--- src/rtl/sda_drv_if.sv ---
// SDA driver bus bundle: SCL sample, transmit bit and mode select in, SDA drive level and busy out.
// master drives the requests; slave is the sda_drv side.
interface sda_drv_if;
  logic       scl_in;
  logic       tx_out;
  logic [1:0] sda_mode;
  logic       sda_out;
  logic       busy;

  modport master (output scl_in, output tx_out, output sda_mode,
                  input  sda_out, input busy);
  modport slave  (input  scl_in, input  tx_out, input  sda_mode,
                  output sda_out, output busy);
endinterface

--- src/rtl/sda_drv.sv ---
// SDA output driver: start/stop/idle levels change at once; transmit data changes wait for SCL low hold time.
// Optional feature: define SDA_SCL_SYNC_EN to pass scl_in through a 2-flop synchroniser.
//
// state | meaning
// IDLE  | sda_out matches target, or a non-transmit change was just applied
// WAIT  | transmit-data change pending until SCL has been low for HOLD_CYCLES
module sda_drv #(
  parameter int HOLD_CYCLES = 4
) (
  input  logic     clk,
  input  logic     rst,
  sda_drv_if.slave bus
);
  localparam int CW = (HOLD_CYCLES < 1) ? 1 : $clog2(HOLD_CYCLES + 1);
  localparam logic [CW-1:0] HOLD_MAX = CW'(HOLD_CYCLES);

  typedef enum logic {IDLE, WAIT} state_t;

  state_t        state, state_nxt;
  logic          sda_q, sda_nxt;
  logic          busy_q;
  logic [CW-1:0] hold_cnt;
  logic          scl_s;
  logic          hold_ok;
  logic          target;
  logic          tx_mode;

`ifdef SDA_SCL_SYNC_EN
  logic scl_m, scl_ss;

  always_ff @(posedge clk) begin
    if (rst) begin
      scl_m  <= 1'b1;
      scl_ss <= 1'b1;
    end else begin
      scl_m  <= bus.scl_in;
      scl_ss <= scl_m;
    end
  end

  assign scl_s = scl_ss;
`else
  assign scl_s = bus.scl_in;
`endif

  always_ff @(posedge clk) begin
    if (rst || scl_s)
      hold_cnt <= '0;
    else if (hold_cnt != HOLD_MAX)
      hold_cnt <= hold_cnt + CW'(1);
  end

  assign hold_ok = !scl_s && (hold_cnt == HOLD_MAX);
  assign tx_mode = (bus.sda_mode == 2'b11);

  always_comb begin
    target = 1'b1;
    case (bus.sda_mode)
      2'b00:   target = 1'b1;
      2'b01:   target = 1'b0;
      2'b10:   target = 1'b1;
      default: target = bus.tx_out;
    endcase
  end

  always_comb begin
    state_nxt = state;
    sda_nxt   = sda_q;
    case (state)
      IDLE: begin
        if (target != sda_q) begin
          if (!tx_mode || hold_ok)
            sda_nxt = target;
          else
            state_nxt = WAIT;
        end
      end
      WAIT: begin
        if (!tx_mode) begin
          sda_nxt   = target;
          state_nxt = IDLE;
        end else if (target == sda_q) begin
          state_nxt = IDLE;
        end else if (hold_ok) begin
          sda_nxt   = target;
          state_nxt = IDLE;
        end
      end
      default: state_nxt = IDLE;
    endcase
  end

  always_ff @(posedge clk) begin
    if (rst) begin
      state  <= IDLE;
      sda_q  <= 1'b1;
      busy_q <= 1'b0;
    end else begin
      state  <= state_nxt;
      sda_q  <= sda_nxt;
      busy_q <= (state_nxt == WAIT);
    end
  end

  assign bus.sda_out = sda_q;
  assign bus.busy    = busy_q;
endmodule

--- src/flat_wrapper.sv ---
// flat-port wrapper written by rule: the top's interface ports become plain ports
module sda_drv_flat 
#(
  parameter int HOLD_CYCLES = 4
)
  (clk, rst, bus_scl_in, bus_tx_out, bus_sda_mode, bus_sda_out, bus_busy);
  sda_drv_if bus_i ();
  input  logic clk;
  input  logic rst;
  input wire logic [$bits(bus_i.scl_in)-1:0] bus_scl_in;
  input wire logic [$bits(bus_i.tx_out)-1:0] bus_tx_out;
  input wire logic [$bits(bus_i.sda_mode)-1:0] bus_sda_mode;
  output wire logic [$bits(bus_i.sda_out)-1:0] bus_sda_out;
  output wire logic [$bits(bus_i.busy)-1:0] bus_busy;
  assign bus_i.scl_in = bus_scl_in;
  assign bus_i.tx_out = bus_tx_out;
  assign bus_i.sda_mode = bus_sda_mode;
  assign bus_sda_out = bus_i.sda_out;
  assign bus_busy = bus_i.busy;
  sda_drv #(.HOLD_CYCLES(HOLD_CYCLES)) u_core (.clk(clk), .rst(rst), .bus(bus_i));
endmodule
--- config.mk ---
export PLATFORM = sky130hd
export DESIGN_NAME = sda_drv_flat
export DESIGN_NICKNAME = d
export VERILOG_FILES = /design/src/rtl/sda_drv_if.sv /design/src/rtl/sda_drv.sv /design/src/flat_wrapper.sv
export SDC_FILE = /design/constraint.sdc
export NUM_CORES = 1
export LEC_CHECK = 0
export CORE_AREA = 2 2 39 41
export DETAILED_ROUTE_END_ITERATION = 16
export DIE_AREA = 0 0 41 43
export GPL_ROUTABILITY_DRIVEN = 0
export SYNTH_ARGS = -nofsm -noshare
export SYNTH_HDL_FRONTEND = slang
export SYNTH_SLANG_ARGS = --single-unit
--- constraint.sdc ---
create_clock -name clk -period 2.9 [get_ports clk]
set_clock_uncertainty 0.05 [all_clocks]
set_input_delay 0.87 -clock clk [delete_from_list [all_inputs] [get_ports clk]]
set_output_delay 0.87 -clock clk [all_outputs]
set_load 0.01 [all_outputs]
==> summary.txt, run 1 <==
outcome -> completed
critical path fanouts, max -> 3
most frequent cell after synthesis -> sky130_fd_sc_hd__dfxtp_1
worst slew margin relative to its limit -> 86.64%
max-cap violation count -> 0
Sinks on Clock Net -> 5
average cell area after synthesis -> 10.11 um^2
Crit Path Class -> reg -> out
Mapped Nets -> 32
post-CTS resize count -> 0
capturing element type of the critical path -> output port
fraction of the yosys area taken by sequential cells -> 41.24%
Worst Max-Slew Pin Slew -> 199.8 ps
family with the most delay on the worst path -> buffers and inverters
Die Area -> 1763 um^2
detailed-route DRC error count -> 0
total power density per cell area -> 493.3 nW/um^2
total routing usage reported by global routing -> 6.533%
fraction of synthesis flops using an asynchronous set or reset pin -> 0%
placeable core region -> 1384 um^2
Period Utilization, post-route -> 70.89%
CTS tree -> built
number of I/O port buffers -> 7
primary flip-flop cell chosen by synthesis mapping -> sky130_fd_sc_hd__dfxtp_1
unique cell type count in the Yosys netlist -> 14
number of H-tree levels -> 1
Die Span Y -> 43 um
Die X -> 41 um
hold path startpoint -> u_core.bus.sda_out
post-synth design cell area -> 242.7 um^2
critical path buffer and inverter count -> 1
number of antenna violations at the first check in global routing -> 0
number of enable flip-flop cells after synthesis -> 0
Num CTS Buffers -> 3
CTS Hold Buffers Added -> 0
CP max-delay cell -> sky130_fd_sc_hd__clkdlybuf4s50_1
final hold slack -> 488.1 ps
maximum number of pins on one net before global-route repair -> 7
hold path cells -> 2
Tmin final -> 2056 ps
synthesis-stage register bit count -> 5
Std-Cell Rows -> 14
number of global-route vias before repair -> 183
Non-Filler Instances -> 51
P&R area growth vs syn -> 47.94%
FILL cells -> 145
delay contributed by the slowest stage of the critical path -> 550 ps
maximum vdd ir drop -> 0.1737 mV
Root Buffer Master -> sky130_fd_sc_hd__clkbuf_4
Iter 0 DRT Violations -> 0
FF+latch area -> 100.1 um^2
dpl ws -> 942.3 ps
largest cells by area after synthesis -> sky130_fd_sc_hd__dfxtp_1, sky130_fd_sc_hd__ha_1, sky130_fd_sc_hd__mux2i_1, sky130_fd_sc_hd__nor3_1, sky130_fd_sc_hd__o211ai_2
Setup Viol. Count Final -> 0
total number of yosys warnings -> 0
layout cell share with drive strength beyond 1 -> 17.14%
top cell type by total area after synthesis -> sky130_fd_sc_hd__dfxtp_1
Initial Util -> 17.54%
Post-Route WL -> 389 um
type of the worst min-delay path -> reg -> reg
routed via count -> 199
R2R Setup Slk -> 1720 ps
setup slack of the critical path after layout -> 844.3 ps
Min-Delay Endpoint -> u_core.bus.sda_out
average wire per cell in the routed design -> 7.627 um
Slew Limit Fails -> 0
launching point of the worst reg2reg path -> u_core.hold_cnt[0]
Register-to-Register Path Depth -> 5
worst path arrival time -> 1140 ps
Remaining Overflow, GRT -> 0
routed via count divided by cell count -> 3.902
kind of start point of the critical path -> flop
reg-to-reg endpoint -> u_core.hold_cnt[1]
gate count of the mapped netlist -> 24
area of the multi-input gates -> 135.1 um^2
First-pass DRT Iterations -> 1
top-level I/O count -> 8
diodes inserted -> 0
count of antenna-violating nets left after detailed routing -> 0
clk slew on worst S/H paths -> 50 ps
number of nets at the end of the flow -> 44
chain of cells forming the critical path -> clkdlybuf4s50_1
critical path data required time -> 1980 ps
number of buffers on the longest clock path -> 2
insertion delay to the later sink of the worst-skew pair -> 240 ps
post-CTS setup buffer count -> 0
top cells by instance count after synthesis -> sky130_fd_sc_hd__dfxtp_1, sky130_fd_sc_hd__nor3_1, sky130_fd_sc_hd__ha_1, sky130_fd_sc_hd__inv_1, sky130_fd_sc_hd__mux2i_1
hold violation total from the final report -> 0
unrepaired setup endpoints after global routing -> no
first-pass GRT wire length -> 662 um
f_max -> 0.4865 GHz
Leakage Power -> 0.0001431 uW
proportion of netlist area held by the largest area contributor -> 41.24%
final sum of negative setup slack -> 0 ps
cell count after placement -> 47
## worst max-delay path by stage
stage / slack (ps) / to / startpoint / cells past startpoint
after detailed placement: 940 / u_core.bus.sda_out / bus_sda_mode[0] / 4
after global placement: 970 / u_core.state / bus_sda_mode[0] / 4
after floorplan: 1490 / u_core.state / bus_sda_mode[0] / 3
after global routing: 800 / bus_sda_out / u_core.bus.sda_out / 1
final: 840 / bus_sda_out / u_core.bus.sda_out / 1
after CTS: 840 / bus_sda_out / u_core.bus.sda_out / 1
## logic make-up (layout without fill, tap and decap cells)
logic type      after synthesis  count (layout)  synth area share, %
flops                         5               5                41.24
mux                           2               2                8.248
buf+inv                       2              13                3.094
xor+xnor                      2               2                7.218
simple gates                  8               8                18.04
fa+ha+maj                     2               2                10.31
compound gates                3               3                11.85
## flip-flops by register name, summed over array words and instances, names as in the netlist
signal / flops
u_core.state: 1
u_core.bus.sda_out: 1
u_core.hold_cnt: 3
## routing by layer
metal / wire, um / vias to the layer above / share of wire (%) / track usage, %
met2: 179 / 5 / 46 / 7.187
met5: 0 / - / 0 / 0
met4: 10 / 0 / 2.6 / 10.00
li1: - / 106 / - / -
met1: 182 / 86 / 47 / 6.774
met3: 17 / 2 / 4.4 / 3.141
## area by class of cell
class / instances / area share (%)
multi-input combinational: 17 / 37.63
sequential: 5 / 27.87
timing repair buffer: 7 / 19.51
clock buffer: 4 / 7.317
tap: 16 / 5.575
inverter: 2 / 2.091
## cells in the final DEF, fill, tap and decap left out, types with 2 or more instances in the layout
cell type / netlist / final
sky130_fd_sc_hd__clkdlybuf4s50_1: 0 / 7
sky130_fd_sc_hd__dfxtp_1: 5 / 5
sky130_fd_sc_hd__nor3_1: 4 / 4
sky130_fd_sc_hd__clkbuf_4: 0 / 3
sky130_fd_sc_hd__inv_1: 2 / 2
sky130_fd_sc_hd__mux2i_1: 2 / 2
sky130_fd_sc_hd__ha_1: 2 / 2
## through the flow
stage	area (um^2)	power (uW)	utilization, %
after global routing	359.1	188.1	25.95
after floorplan	242.7	84.83	-
after detailed placement	332.8	98.18	24.05
final	359.1	177.1	25.95
after global placement	332.8	97.55	24.05
after CTS	359.1	180.7	25.95
## report_power, final
part	internal, uW	total [uW]	switching [uW]
sequential	71.7	73.8	2.06
combinational	14.2	22.9	8.74
clock	52.0	80.4	28.4
Power figures use the tool's default switching activity.
==> run 2: changes to the inputs <==
- clock period: 2.9 -> 2.05 ns (I/O delays scaled with it)
==> run 2 against run 1 <==
Net effect:
- register-to-register slack worse by 860 ps
- sequential power is 41% higher
- critical path depth stayed put
- clock power is 41% higher
- combinational power is 41% higher
- core utilization stayed put
- final area stayed put
- wire length is 1.0% higher
- worst setup slack worse by 590 ps
- via count is 1.0% lower
- sequential share of layout area stayed put
- sequential cell count stayed put
==> summary.txt, run 2 (synthesized netlist as in run 1, its figures left out) <==
outcome -> completed
placeable core region -> 1384 um^2 (unchanged)
hold violation total from the final report -> 0 (unchanged)
R2R Setup Slk -> 860 ps (-860 ps)
Num CTS Buffers -> 3 (unchanged)
cell count after placement -> 47 (unchanged)
Worst Max-Slew Pin Slew -> 210.0 ps (+10.19 ps)
f_max -> 0.5569 GHz
Leakage Power -> 0.0001431 uW (unchanged)
post-CTS setup buffer count -> 0 (unchanged)
number of nets at the end of the flow -> 44 (unchanged)
routed via count divided by cell count -> 3.863 (-1.0%)
First-pass DRT Iterations -> 1 (unchanged)
register with the highest flop count -> u_core.hold_cnt
average wire per cell in the routed design -> 7.706 um (+1.0%)
final sum of negative setup slack -> 0 ps (unchanged)
post-CTS resize count -> 0 (unchanged)
total power density per cell area -> 695.9 nW/um^2 (+41%)
Max Used Layer -> met3
layout cell share with drive strength beyond 1 -> 17.14% (unchanged)
critical path buffer and inverter count -> 1 (unchanged)
unrepaired setup endpoints after global routing -> no
maximum vdd ir drop -> 0.2973 mV (+71%)
routed via count -> 197 (-1.0%)
Std-Cell Rows -> 14 (unchanged)
Tmin final -> 1796 ps
count of antenna-violating nets left after detailed routing -> 0 (unchanged)
wire length on met1 -> 196 um (+7.7%)
first-pass GRT wire length -> 690 um (+4.2%)
CP max-delay cell -> sky130_fd_sc_hd__clkdlybuf4s50_1
max-cap violation count -> 0 (unchanged)
post-layout power -> 249.9 uW (+41%)
Die Area -> 1763 um^2 (unchanged)
CTS Hold Buffers Added -> 0 (unchanged)
Die Span Y -> 43 um (unchanged)
insertion delay to the later sink of the worst-skew pair -> 240 ps (about the same)
top-level I/O count -> 8 (unchanged)
chain of cells forming the critical path -> clkdlybuf4s50_1
worst slew margin relative to its limit -> 85.96% (-0.68 points)
commonest non-fill, non-tap cells in the layout -> sky130_fd_sc_hd__clkdlybuf4s50_1, sky130_fd_sc_hd__dfxtp_1, sky130_fd_sc_hd__nor3_1, sky130_fd_sc_hd__clkbuf_4
total routing usage reported by global routing -> 6.231% (-0.30 points)
Setup Viol. Count Final -> 0 (unchanged)
critical path fanouts, max -> 3 (unchanged)
most common cell after layout, fill and taps aside -> sky130_fd_sc_hd__clkdlybuf4s50_1
flip-flop count of the largest register, all copies and words added -> 3 (unchanged)
HPWL after detailed placement -> 305.5 um
Crit Path Class -> reg -> out
delay contributed by the slowest stage of the critical path -> 550 ps (about the same)
Post-Route WL -> 393 um (+1.0%)
diodes inserted -> 0 (unchanged)
type of the worst min-delay path -> reg -> reg
WL met2 -> 176 um (-1.7%)
FILL cells -> 149 (+2.8%)
number of antenna violations at the first check in global routing -> 0 (unchanged)
clk slew on worst S/H paths -> 40 ps (about the same)
critical path data required time -> 1380 ps (-600 ps)
wire length on met3 -> 19 um (+12%)
Non-Filler Instances -> 51 (unchanged)
Remaining Overflow, GRT -> 0 (unchanged)
capturing element type of the critical path -> output port
family with the most delay on the worst path -> buffers and inverters
maximum number of pins on one net before global-route repair -> 7 (unchanged)
Root Buffer Master -> sky130_fd_sc_hd__clkbuf_4
CTS tree -> built
number of buffers on the longest clock path -> 2 (unchanged)
Initial Util -> 17.54% (unchanged)
number of I/O port buffers -> 7 (unchanged)
P&R area growth vs syn -> 47.94% (unchanged)
number of H-tree levels -> 1 (unchanged)
worst path arrival time -> 1130 ps (about the same)
number of global-route vias before repair -> 184 (+0.55%)
Die X -> 41 um (unchanged)
final hold slack -> 489.9 ps (+1.847 ps)
Slew Limit Fails -> 0 (unchanged)
Sinks on Clock Net -> 5 (unchanged)
Period Utilization, post-route -> 87.60%
kind of start point of the critical path -> flop
Iter 0 DRT Violations -> 0 (unchanged)
detailed-route DRC error count -> 0 (unchanged)
[run 2: cell counts in the layout (fill, tap and decap cells not counted)]
Identical to the previous run, type by type.
[run 2: area by class of cell]
| class | instances | area (um^2) | area share [%] |
|---|---|---|---|
| sequential | 5 | 100.1 | 27.87 |
| clock buffer | 4 | 26.28 | 7.317 |
| inverter | 2 | 7.507 | 2.091 |
| timing repair buffer | 7 | 70.07 | 19.51 |
| multi-input combinational | 17 | 135.1 | 37.63 |
| tap | 16 | 20.02 | 5.575 |
[run 2: worst paths after layout]
check                            end               start  depth (start not counted)
hold / removal    u_core.bus.sda_out  u_core.bus.sda_out                          2
setup reg to reg  u_core.hold_cnt[1]  u_core.hold_cnt[0]                          5
setup / recovery         bus_sda_out  u_core.bus.sda_out                          1
hold reg to reg   u_core.bus.sda_out  u_core.bus.sda_out                          2
[run 2: where the power goes]
part	switching [uW]	internal [uW]	leakage (uW)	total (uW)
Clock	39.7	73.6	0.0000150	113
Combinational	12.3	19.9	0.0000872	32.2
Sequential	2.85	102	0.0000409	104
Total	54.9	195	0.000143	250
[run 2: metrics by stage]
step | setup slack (ps) | utilization [%] | area [um^2]
2_1_floorplan | 896.2 | - | 242.7
3_3_place_gp | 371.1 | 24.05 | 332.8
3_5_place_dp | 362.1 | 24.05 | 332.8
4_1_cts | 240.6 | 25.95 | 359.1
5_1_grt | 209.8 | 25.95 | 359.1
6_report | 254.3 | 25.95 | 359.1
[run 2: layer usage]
metal / vias to the layer above / GRT usage [%]
met5: - / 0
met4: 0 / 6.000
met3: 0 / 3.141
met2: 5 / 8.125
met1: 86 / 6.774
li1: 106 / -
[run 2: worst min-delay path, delay by kind of cell (launching register included)]
family	cells	cell delay, ps
flops	1	320
mux	1	70
simple gates	1	100
